$ cat src/rtl/trigger_frame_arbiter.sv
// Frame-level round-robin arbiter merging CH_NUM trigger frame streams into one AXI4-Stream; polices oversize frames.
// Define TRIGGER_ARB_CH_ID_EN to add M_AXIS_TUSER carrying the granted channel index on every beat.
module trigger_frame_arbiter #(
    parameter int unsigned CH_NUM          = 4,
    parameter int unsigned TDATA_WIDTH     = 256,
    parameter int unsigned MAX_FRAME_BEATS = 64
) (
    input  logic                          ACLK,
    input  logic                          ARESET,
    input  logic                          STOP,
    input  logic                          ERR_CLEAR,
    input  logic [CH_NUM*TDATA_WIDTH-1:0] S_AXIS_TDATA,
    input  logic [CH_NUM-1:0]             S_AXIS_TVALID,
    input  logic [CH_NUM-1:0]             S_AXIS_TLAST,
    output logic [CH_NUM-1:0]             S_AXIS_TREADY,
    output logic [TDATA_WIDTH-1:0]        M_AXIS_TDATA,
    output logic                          M_AXIS_TVALID,
    output logic                          M_AXIS_TLAST,
`ifdef TRIGGER_ARB_CH_ID_EN
    output logic [$clog2(CH_NUM)-1:0]     M_AXIS_TUSER,
`endif
    input  logic                          M_AXIS_TREADY,
    output logic [CH_NUM-1:0]             GRANT,
    output logic                          BUSY,
    output logic [CH_NUM-1:0]             OVERSIZE_ERR
);

    localparam int unsigned IDX_W = $clog2(CH_NUM);
    localparam int unsigned SUM_W = IDX_W + 1;
    localparam int unsigned CNT_W = $clog2(MAX_FRAME_BEATS + 1);

    localparam logic [1:0] ST_IDLE  = 2'd0;
    localparam logic [1:0] ST_GRANT = 2'd1;
    localparam logic [1:0] ST_FLUSH = 2'd2;

    logic [1:0]             state_q, state_d;
    logic [CH_NUM-1:0]      grant_q, grant_d;
    logic [IDX_W-1:0]       idx_q, idx_d;
    logic [IDX_W-1:0]       rr_ptr_q, rr_ptr_d;
    logic [CNT_W-1:0]       beat_cnt_q, beat_cnt_d;
    logic [TDATA_WIDTH-1:0] mdata_q, mdata_d;
    logic                   mvalid_q, mvalid_d;
    logic                   mlast_q, mlast_d;
    logic                   busy_q, busy_d;
    logic [CH_NUM-1:0]      err_q, err_d;
    logic [CH_NUM-1:0]      err_set;
`ifdef TRIGGER_ARB_CH_ID_EN
    logic [IDX_W-1:0]       tuser_q, tuser_d;
`endif

    logic [SUM_W-1:0]       cand;
    logic [IDX_W-1:0]       pick_idx;
    logic                   pick_vld;
    logic [31:0]            data_base;
    logic [TDATA_WIDTH-1:0] s_data_g;
    logic                   s_valid_g;
    logic                   s_last_g;
    logic                   out_free;
    logic                   tready_g;
    logic                   accept;
    logic                   at_max;
    logic [IDX_W-1:0]       next_ptr;

    // Round-robin search: descending loop so the channel closest to rr_ptr wins
    always_comb begin
        cand     = '0;
        pick_idx = '0;
        pick_vld = 1'b0;
        for (int i = int'(CH_NUM) - 1; i >= 0; i--) begin
            cand = SUM_W'(rr_ptr_q) + SUM_W'(i);
            if (cand >= SUM_W'(CH_NUM)) begin
                cand = cand - SUM_W'(CH_NUM);
            end
            if (S_AXIS_TVALID[cand[IDX_W-1:0]]) begin
                pick_vld = 1'b1;
                pick_idx = cand[IDX_W-1:0];
            end
        end
    end

    assign data_base = 32'(idx_q) * TDATA_WIDTH;
    assign s_data_g  = S_AXIS_TDATA[data_base +: TDATA_WIDTH];
    assign s_valid_g = S_AXIS_TVALID[idx_q];
    assign s_last_g  = S_AXIS_TLAST[idx_q];

    // FLUSH drains the source regardless of the output slice
    assign out_free      = ~mvalid_q | M_AXIS_TREADY;
    assign tready_g      = ((state_q == ST_GRANT) & out_free) | (state_q == ST_FLUSH);
    assign S_AXIS_TREADY = tready_g ? grant_q : '0;
    assign accept        = s_valid_g & tready_g;
    assign at_max        = (beat_cnt_q == CNT_W'(MAX_FRAME_BEATS - 1));
    assign next_ptr      = (idx_q == IDX_W'(CH_NUM - 1)) ? '0 : idx_q + IDX_W'(1);

    // Next-state and registered-output logic
    always_comb begin
        state_d    = state_q;
        grant_d    = grant_q;
        idx_d      = idx_q;
        rr_ptr_d   = rr_ptr_q;
        beat_cnt_d = beat_cnt_q;
        mdata_d    = mdata_q;
        mvalid_d   = mvalid_q;
        mlast_d    = mlast_q;
        busy_d     = busy_q;
        err_set    = '0;
`ifdef TRIGGER_ARB_CH_ID_EN
        tuser_d    = tuser_q;
`endif
        if (M_AXIS_TREADY) begin
            mvalid_d = 1'b0;
            mlast_d  = 1'b0;
        end

        case (state_q)
            ST_IDLE: begin
                if (!STOP && pick_vld) begin
                    state_d    = ST_GRANT;
                    grant_d    = CH_NUM'(1) << pick_idx;
                    idx_d      = pick_idx;
                    beat_cnt_d = '0;
                    busy_d     = 1'b1;
                end
            end
            ST_GRANT: begin
                if (accept) begin
                    mdata_d    = s_data_g;
                    mvalid_d   = 1'b1;
                    mlast_d    = s_last_g | at_max;
                    beat_cnt_d = beat_cnt_q + CNT_W'(1);
`ifdef TRIGGER_ARB_CH_ID_EN
                    tuser_d    = idx_q;
`endif
                    if (s_last_g) begin
                        rr_ptr_d = next_ptr;
                        grant_d  = '0;
                        busy_d   = 1'b0;
                        state_d  = ST_IDLE;
                    end else if (at_max) begin
                        err_set = grant_q;
                        state_d = ST_FLUSH;
                    end
                end
            end
            ST_FLUSH: begin
                if (accept && s_last_g) begin
                    rr_ptr_d = next_ptr;
                    grant_d  = '0;
                    busy_d   = 1'b0;
                    state_d  = ST_IDLE;
                end
            end
            default: begin
                state_d = ST_IDLE;
                grant_d = '0;
                busy_d  = 1'b0;
            end
        endcase

        // A new oversize event beats a simultaneous clear
        err_d = (err_q & ~{CH_NUM{ERR_CLEAR}}) | err_set;
    end

    always_ff @(posedge ACLK) begin
        if (ARESET) begin
            state_q    <= ST_IDLE;
            grant_q    <= '0;
            idx_q      <= '0;
            rr_ptr_q   <= '0;
            beat_cnt_q <= '0;
            mdata_q    <= '0;
            mvalid_q   <= 1'b0;
            mlast_q    <= 1'b0;
            busy_q     <= 1'b0;
            err_q      <= '0;
`ifdef TRIGGER_ARB_CH_ID_EN
            tuser_q    <= '0;
`endif
        end else begin
            state_q    <= state_d;
            grant_q    <= grant_d;
            idx_q      <= idx_d;
            rr_ptr_q   <= rr_ptr_d;
            beat_cnt_q <= beat_cnt_d;
            mdata_q    <= mdata_d;
            mvalid_q   <= mvalid_d;
            mlast_q    <= mlast_d;
            busy_q     <= busy_d;
            err_q      <= err_d;
`ifdef TRIGGER_ARB_CH_ID_EN
            tuser_q    <= tuser_d;
`endif
        end
    end

    assign M_AXIS_TDATA  = mdata_q;
    assign M_AXIS_TVALID = mvalid_q;
    assign M_AXIS_TLAST  = mlast_q;
    assign GRANT         = grant_q;
    assign BUSY          = busy_q;
    assign OVERSIZE_ERR  = err_q;
`ifdef TRIGGER_ARB_CH_ID_EN
    assign M_AXIS_TUSER  = tuser_q;
`endif

endmodule

$ cat config.mk
export PLATFORM = sky130hd
export DESIGN_NAME = trigger_frame_arbiter
export DESIGN_NICKNAME = d
export VERILOG_FILES = /design/src/rtl/trigger_frame_arbiter.sv
export SDC_FILE = /design/constraint.sdc
export NUM_CORES = 1
export LEC_CHECK = 0
export ABC_AREA = 1
export ABC_CLOCK_PERIOD_IN_PS = 3780
export CORE_AREA = 4 4 509 511
export CTS_CLUSTER_DIAMETER = 200
export DETAILED_ROUTE_END_ITERATION = 10
export DIE_AREA = 0 0 513 515
export PLACE_DENSITY_LB_ADDON = 0.12
export SLEW_MARGIN = 30
export SYNTH_ARGS = -nofsm -noshare
export SYNTH_HDL_FRONTEND = slang
export SYNTH_SLANG_ARGS = --single-unit
$ cat constraint.sdc
create_clock -name ACLK -period 3.78 [get_ports ACLK]
set_clock_uncertainty 0.15 [all_clocks]
set_input_delay 0.567 -clock ACLK [delete_from_list [all_inputs] [get_ports ACLK]]
set_output_delay 0.567 -clock ACLK [all_outputs]
set_load 0.05 [all_outputs]
==> results of run 1 <==
sequential cells by signal, indices dropped and copies added, names as in the netlist:
name and cells:
idx_q 2, GRANT 4, M_AXIS_TVALID 1, state_q 2, beat_cnt_q 7, BUSY 1
OVERSIZE_ERR 4, M_AXIS_TLAST 1, M_AXIS_TDATA 256, rr_ptr_q 2
synthesized netlist by cell type:
library cell    n
clkinv_1        1
a211oi_1        1
inv_2           5
o22ai_1       256
nor2_4          1
buf_6           2
nand3_2         1
a21oi_2         1
a21boi_0        1
or2_2           1
nand2_2         1
a21oi_1       276
buf_2          70
nor3_2          1
nand2_1       594
inv_1          24
o21ai_1         1
dfxtp_1       280
nand3_1        13
nor2_1        533
o211ai_1        4
ha_1            2
nand4_1         2
xor2_1          4
o21ai_0       519
clkbuf_1      180
nor2_2          1
buf_4           8
through the flow:
stage	total power, mW	instance area [um2]	util	instances	setup slack (ns)
after floorplan	9.75	16900	-	2783	1.64
after global placement	16.1	34100	0.134	7289	0.567
after detailed placement	16.0	34100	0.134	7289	0.576
after CTS	20.7	35500	0.140	7370	0.652
after global routing	21.4	35500	0.140	7372	0.678
final	19.9	35600	0.140	7382	0.922
worst max-delay path by stage:
stage | start | to | slack, ns | cells past startpoint
global route | idx_q[0]$_SDFFE_PP0P_ | M_AXIS_TDATA[165]$_SDFFE_PP0P_ | 0.68 | 11
global placement | S_AXIS_TVALID[1] | M_AXIS_TDATA[170]$_SDFFE_PP0P_ | 0.57 | 11
finish | GRANT[0]$_SDFFE_PP0P_ | GRANT[0] | 0.92 | 1
floorplan | M_AXIS_TREADY | S_AXIS_TREADY[0] | 1.64 | 4
detailed placement | S_AXIS_TVALID[3] | M_AXIS_TDATA[168]$_SDFFE_PP0P_ | 0.58 | 11
CTS | GRANT[0]$_SDFFE_PP0P_ | GRANT[0] | 0.65 | 1
power groups by stage:
stage                     sequential, mW  clock (mW)  combinational (mW)
final                               3.66        4.38                11.9
after detailed placement            3.73           0                12.3
after global placement              3.73           0                12.4
after floorplan                     4.90           0                4.85
after global routing                3.72        4.71                13.0
after CTS                           3.67        4.65                12.3
cell families (layout without fill, tap and decap cells):
| family | Yosys count | in the layout | synth area share |
|---|---|---|---|
| adder cells (fa/ha/maj) | 2 | 2 | 0.00148 |
| buffers and inverters | 290 | 1511 | 0.0723 |
| flip-flops | 280 | 280 | 0.332 |
| other | 0 | 12 | 0 |
| XOR/XNOR | 4 | 4 | 0.00207 |
| AO/OA/AOI/OAI | 1059 | 1059 | 0.334 |
| AND/OR/NAND/NOR | 1148 | 1148 | 0.258 |
area by class of cell:
type / count / share of cell area
clock buffer: 62 / 0.0355
multi-input combinational: 2213 / 0.283
antenna: 12 / 0.000844
sequential: 280 / 0.158
timing repair buffer: 1400 / 0.395
tap: 3366 / 0.118
inverter: 30 / 0.00380
clock inverter: 19 / 0.00556
routing by layer:
metal | track usage | up-vias
li1 | - | 11900
met5 | 0 | -
met3 | 0.0513 | 221
met4 | 0.0235 | 68
met1 | 0.157 | 11900
met2 | 0.242 | 1183
==> impl_summary.md, run 1 <==
Status
The flow ran to the end, and the final reports show no timing, DRC or antenna violations.

Floorplanning
The number of top-level pins is 1,308. The full die area is about 260,000 um2. The row count is roughly 190. The area of the placeable core is approximately 250,000 um2. The chip height is between 500 and 600 um. From left edge to right edge, the die measures just over 500 um.

The initial utilization of the core area, before any placement, comes to 0.0665.

Finish
The multi-input combinational cells in the finished layout cover a total of around 10,000 um2. The share of post-route cells with drive strength above 1 is 0.0457. Leaving out fill and tap cells, the most frequent cell in the layout is clkdlybuf4s50_1. The area growth from synthesis to final layout is 111%.

Summing all flip-flop and latch instances after layout gives approximately 5600 um2. Leaving out fill and tap cells, the most frequent cells in the layout are clkdlybuf4s50_1 (1,302), nand2_1 (594), nor2_1 (533). The post-layout net count is approximately 5,000. Counting the fill cells in the layout gives 29,400.

Setup path
The worst setup path is captured at an output pin. The worst path arrival time is approximately 2.1 ns. The signal on the critical path passes through clkdlybuf4s50_1. The endpoint of the lowest-slack register-to-register path is M_AXIS_TDATA[168]$_SDFFE_PP0P_. Among cell families on the critical path, the largest total delay comes from buffers and inverters.

The critical path's largest stage delay is 1.04 ns. The maximum fanout count along the critical path is 2. The data required time at the worst endpoint is between 3 and 4 ns.

The worst setup path is launched from a flop. The slowest library cell on the worst path is clkdlybuf4s50_1. The buffer and inverter count on the worst path is 1.

The kind of critical path is reg2out. Setup slack on the worst reg-to-reg path comes out at between 0.9 and 1 ns. The launch instance of the worst register-to-register path is idx_q[0]$_SDFFE_PP0P_. The count of cells along the worst register-to-register path is 11.

Clocking
TritonCTS built the clock tree. Buffers inserted during clock tree synthesis total 46. The clock sink count is between 200 and 300. The buffer cell driving the clock tree root is clkbuf_16. For the worst-skew pair, the clock arrives at the later sink with an insertion delay of approximately 0.64 ns. Clock-pin slew was measured on the worst setup and hold paths at about 0.060 ns. No sink is reached through more buffers than the 3 on the longest clock path. The number of H-tree levels is 2. The number of gates resized after cts is 0.

The number of buffers inserted for hold repair after clock tree synthesis is 0. The post-CTS repair timing setup buffer count is 0.

Synthesis
The number of nets handed over by synthesis was roughly 3,800. The area of the mapped netlist is 16,900 um2. In the post-synthesis netlist, the biggest area contributors are dfxtp_1 (33%), o21ai_0 (15%), nand2_1 (13%). The register bit total from synthesis is 280. The largest total area in the synthesized netlist belongs to dfxtp_1.

Of the synthesized area, sequential elements account for 0.332. The area share of the largest cell type after synthesis is 0.332. The yosys synthesis warning count is 0. In this run, distinct cell masters in the synthesized netlist total 28. Averaged over all synthesized cells, the footprint is 6.07 um2. The synthesized instance count is 2,783.

Detailed routing
The initial DRC count is 1,383. The highest layer touched by signal routing is met5. The detailed router placed around 25,000 vias in this run. For this block, wires on met1 add up to 76.0 mm. Once detail routing completed, the nets flagged for antenna violations numbered 0. The final layout contains routed wiring with a total length of roughly 190 mm.

The detailed-routed wire length on met3 is 17.0 mm. After detailed routing, the met2 layer carries between 90 and 100 mm of wire. For this run, design rule violations remaining after detail routing come to 0. Using the TritonRoute via totals, the vias-per-cell ratio works out to roughly 3.4. After detailed routing, the average wire length per cell comes to 25.6 um.

Before antenna repair, the detailed router went through 5 iterations.

Min path
The worst hold path stage count is 2. The tightest min-delay check is of the in2reg type. The worst hold path endpoint is M_AXIS_TDATA[49]$_SDFFE_PP0P_. The worst min-delay path startpoint is ARESET.

Power
The part of the power in combinational logic is 0.596. The share of power burned in the clock network is 0.220. The internal power of the cells is between 9 and 10 mW.

The areal power density over the cells is about 560 nW/um2. The static leakage power is approximately 12 nW. IR analysis of the VDD net gives a maximum drop of 381 uV. The switching power summed over all nets is slightly above 10 mW. Of the total power, registers draw 0.184. The switching portion of total power is 0.514.

GRT
The number of global-route vias before repair is around 26,000. The total grt overflow is 0. For this run, the total global-route usage over all layers was measured as 0.136.

Entering global routing, the biggest net connects between 150 and 200 pins. The initial antenna violation count came to 94. The first-pass GRT wire length is around 250 mm.

Timing
For this run, the top clock speed supported by timing is ~0.35 GHz. Headroom to the max-slew limit came out at 0.344. The share of the cycle needed by the critical path after routing is 0.756.

Setup repair after global routing left no endpoint under its margin. The final count of hold timing violations is 0. Setup violations remaining at the end of the flow were counted as 0.

The time the worst path needs with I/O delays and setup is 2.86 ns. At the pin with the least slew margin, the transition time is slightly below 1 ns. Across all hold checks on the routed design, the worst slack comes to about 0.14 ns. The setup TNS after final layout is 0 ns. The max-slew violation total from the final report is 0.

Placed design
Routability-driven placement finished with a final weighted congestion of ~0.84. The total half-perimeter wirelength after legalization and detailed placement is 156 mm. Port buffering added between 1,000 and 1,500 buffers.

Run
Across the run, the number of max-cap violations was 0.
Power figures use the tool's default switching activity.
==> run 2, diff against run 1 <==
ABC_CLOCK_PERIOD_IN_PS = 2400   (was 3780)
clock period = 2.4 ns   (was 3.78 ns; I/O delays follow)
==> run 2 against run 1 <==
  * Combinational power rose by 66%
  * Highest routed layer unchanged
  * Critical path depth is 7 higher
  * Non-clock buffer count is 124 higher
  * First-iteration DRC count is 5.7% lower
  * Clock power up 52%
  * Register-to-register slack worse by 0.93 ns
  * Final area rose by 2.7%
==> impl_summary.md, run 2 (synthesis results as in run 1) <==
Status
The run finished with clean final reports.

Clocking
Clock-pin slew was measured on the worst setup and hold paths at 0.06 ns. The buffer cell driving the clock tree root is clkbuf_16. The number of H-tree levels is 2. In this run the deepest clock path goes through 3 buffers.

TritonCTS built the clock tree. Clock tree synthesis found a total of 280 sinks. The number of CTS-inserted buffers is 44. The later pin in the worst-skew pair is clocked with a latency of roughly 0.63 ns.

Finish
In the final design database the tool counted around 5,000 nets. The register with the most flip-flops in the layout has roughly 260 of them. The area growth from synthesis to final layout is 116%. Leaving out fill and tap cells, the most frequent cells in the layout are clkdlybuf4s50_1 (1,066), nand2_1 (594), nor2_1 (527). The count of cells in the finished layout, fillers not included, comes to ~7,500. The share of post-route cells with drive strength above 1 is 0.0841. The most frequent standard cell in the layout excluding fill and tap cells is clkdlybuf4s50_1.

Timing
The share of the cycle needed by the critical path after routing is 0.989. The final count of hold timing violations is 0. Measured against its own limit, the worst slew margin works out to 0.331. The max-slew violation total from the final report is 0. Static timing analysis puts the maximum clock frequency at 0.421 GHz. The final worst hold slack is 0.265 ns.

The worst-margin pin slew is around 0.99 ns. Setup repair after global routing left no endpoint under its margin. The setup TNS after final layout is 0 ns.

Setup violations remaining at the end of the flow were counted as 0. Subtracting the final worst setup slack from the clock period gives approximately 2.4 ns.

Min path
The worst hold path stage count is 4. The worst hold path terminates at M_AXIS_TLAST$_SDFF_PP0_. In this run the most critical hold path is launched from M_AXIS_TREADY.

The class of the tightest hold or removal check is in2reg.

Placed design
Detailed placement ended at an HPWL of about 160 mm. Input and output buffers added on the ports amount to between 1,000 and 1,500. At the end of routability-driven placement, the weighted congestion stood at approximately 0.86. The placed cell count is 7,412.

Detailed routing
The post-route DRC violation count is 0. After detailed routing, the number of vias per cell comes to roughly 3.4. The detailed router placed about 26,000 vias in this run.

In the final routed layout, each cell accounts on average for ~25 um. Before antenna repair, the detailed router went through 7 iterations. For this block, the routed nets add up to approximately 190 mm of wire. The detailed router finished its first iteration with between 1,000 and 1,500 violations. Once detail routing completed, the nets flagged for antenna violations numbered 0.

Floorplanning
The row count is 185. The core region is 254,000 um2. The die is between 500 and 600 um wide. The initial utilization of the core area, before any placement, comes to 0.0665. The full die area is 264,000 um2. The number of top-level pins is between 1,000 and 1,500.

In this run the vertical extent of the chip is 515 um.

Power
The worst voltage drop across the vdd grid is about 500 uV. The static leakage power is ~13 nW. The areal power density over the cells is just under 900 nW/um2.

Setup path
The worst setup path is launched from a flop. In this run the critical register-to-register path is launched from idx_q[0]$_SDFFE_PP0P_. Data on the critical path arrives at its endpoint at 2.77 ns.

For flop-to-flop paths, the worst setup slack is about 0.026 ns. The data required time at the worst endpoint is roughly 2.8 ns. Measured in cells, the most critical reg-to-reg path has a length of 8. The setup path with the least slack is of type reg2reg. STA classifies the critical path endpoint as a flop.

The endpoint of the lowest-slack register-to-register path is M_AXIS_TDATA[237]$_SDFFE_PP0P_. The maximum fanout count along the critical path is 26.

GRT
The number of global-route vias before repair was between 20,000 and 30,000. For this run, the total global-route usage over all layers was measured as 0.136. The first-pass GRT wire length is about 250 mm. The total grt overflow is 0. The initial antenna violation count is 93.

Entering global routing, the biggest net connects between 80 and 90 pins.

Run
The number of max-cap violations is 0.
-- run 2: cell count changes in the layout (fill, tap and decap cells not counted), moves of 26 or more --
cell,delta
clkdlybuf4s50_1,-236
dlygate4sd2_1,+193
buf_4,+131
buf_12,+26
-- run 2: layer usage --
| layer | wire length [um] | vias up | global-route usage |
|---|---|---|---|
| li1 | - | 12100 | - |
| met3 | 15700 | 227 | 0.0487 |
| met4 | 3720 | 64 | 0.0250 |
| met2 | 91400 | 1078 | 0.239 |
| met1 | 77600 | 12100 | 0.159 |
| met5 | 397 | - | 0 |
-- run 2: how the worst max path moves through the flow --
stage | start | to | slack, ns | cells past startpoint
finish | idx_q[0]$_SDFFE_PP0P_ | M_AXIS_TDATA[237]$_SDFFE_PP0P_ | 0.03 | 8
global route | M_AXIS_TDATA[239]$_SDFFE_PP0P_ | M_AXIS_TDATA[239] | 0.0009 | 1
CTS | M_AXIS_TDATA[10]$_SDFFE_PP0P_ | M_AXIS_TDATA[10] | 0.00003 | 1
detailed placement | S_AXIS_TVALID[1] | M_AXIS_TDATA[190]$_SDFFE_PP0P_ | -0.25 | 11
global placement | S_AXIS_TVALID[1] | M_AXIS_TDATA[166]$_SDFFE_PP0P_ | -0.26 | 11
floorplan | M_AXIS_TVALID$_SDFF_PP0_ | M_AXIS_TDATA[162]$_SDFFE_PP0P_ | 0.46 | 8
-- run 2: where the power goes --
group          switching [mW]  internal [mW]  total (mW)
Combinational            12.9           6.77        19.7
Sequential              0.504           5.30        5.81
Clock                    2.75           3.90        6.65
-- run 2: metrics by stage --
step	cell area, um2	total power [mW]	setup slack (ns)	utilization
2_1_floorplan	16900	15.4	0.460	-
3_3_place_gp	35300	26.5	-0.259	0.139
3_5_place_dp	35300	26.4	-0.255	0.139
4_1_cts	36500	33.2	0.0000344	0.144
5_1_grt	36500	34.4	0.000885	0.144
6_report	36500	32.1	0.0261	0.144
-- run 2: cell type report --
| class | count | area [um2] |
|---|---|---|
| sequential | 280 | 5620 |
| inverter | 30 | 135 |
| multi-input combinational | 2213 | 10100 |
| antenna | 9 | 22.5 |
| clock buffer | 69 | 1300 |
| clock inverter | 10 | 113 |
| timing repair buffer | 1524 | 15000 |
| tap | 3366 | 4210 |
| fill | 29400 | 217000 |
-- run 2: worst max-delay path, stage by stage, from the launching register on --
cell     delay (ns)
dfxtp_4        0.48
buf_12         0.22
buf_4          0.32
o21ai_0        0.24
buf_4          0.22
o22ai_1        0.25
buf_4          0.19
nand2_1        0.06
a21oi_1        0.12
-- run 2: timing repair --
item,in CTS,in global routing
gates resized for setup,203,10
hold buffers,1,0
setup buffers,0,0
setup endpoints to repair,198,9
endpoints found under the hold margin,23,0
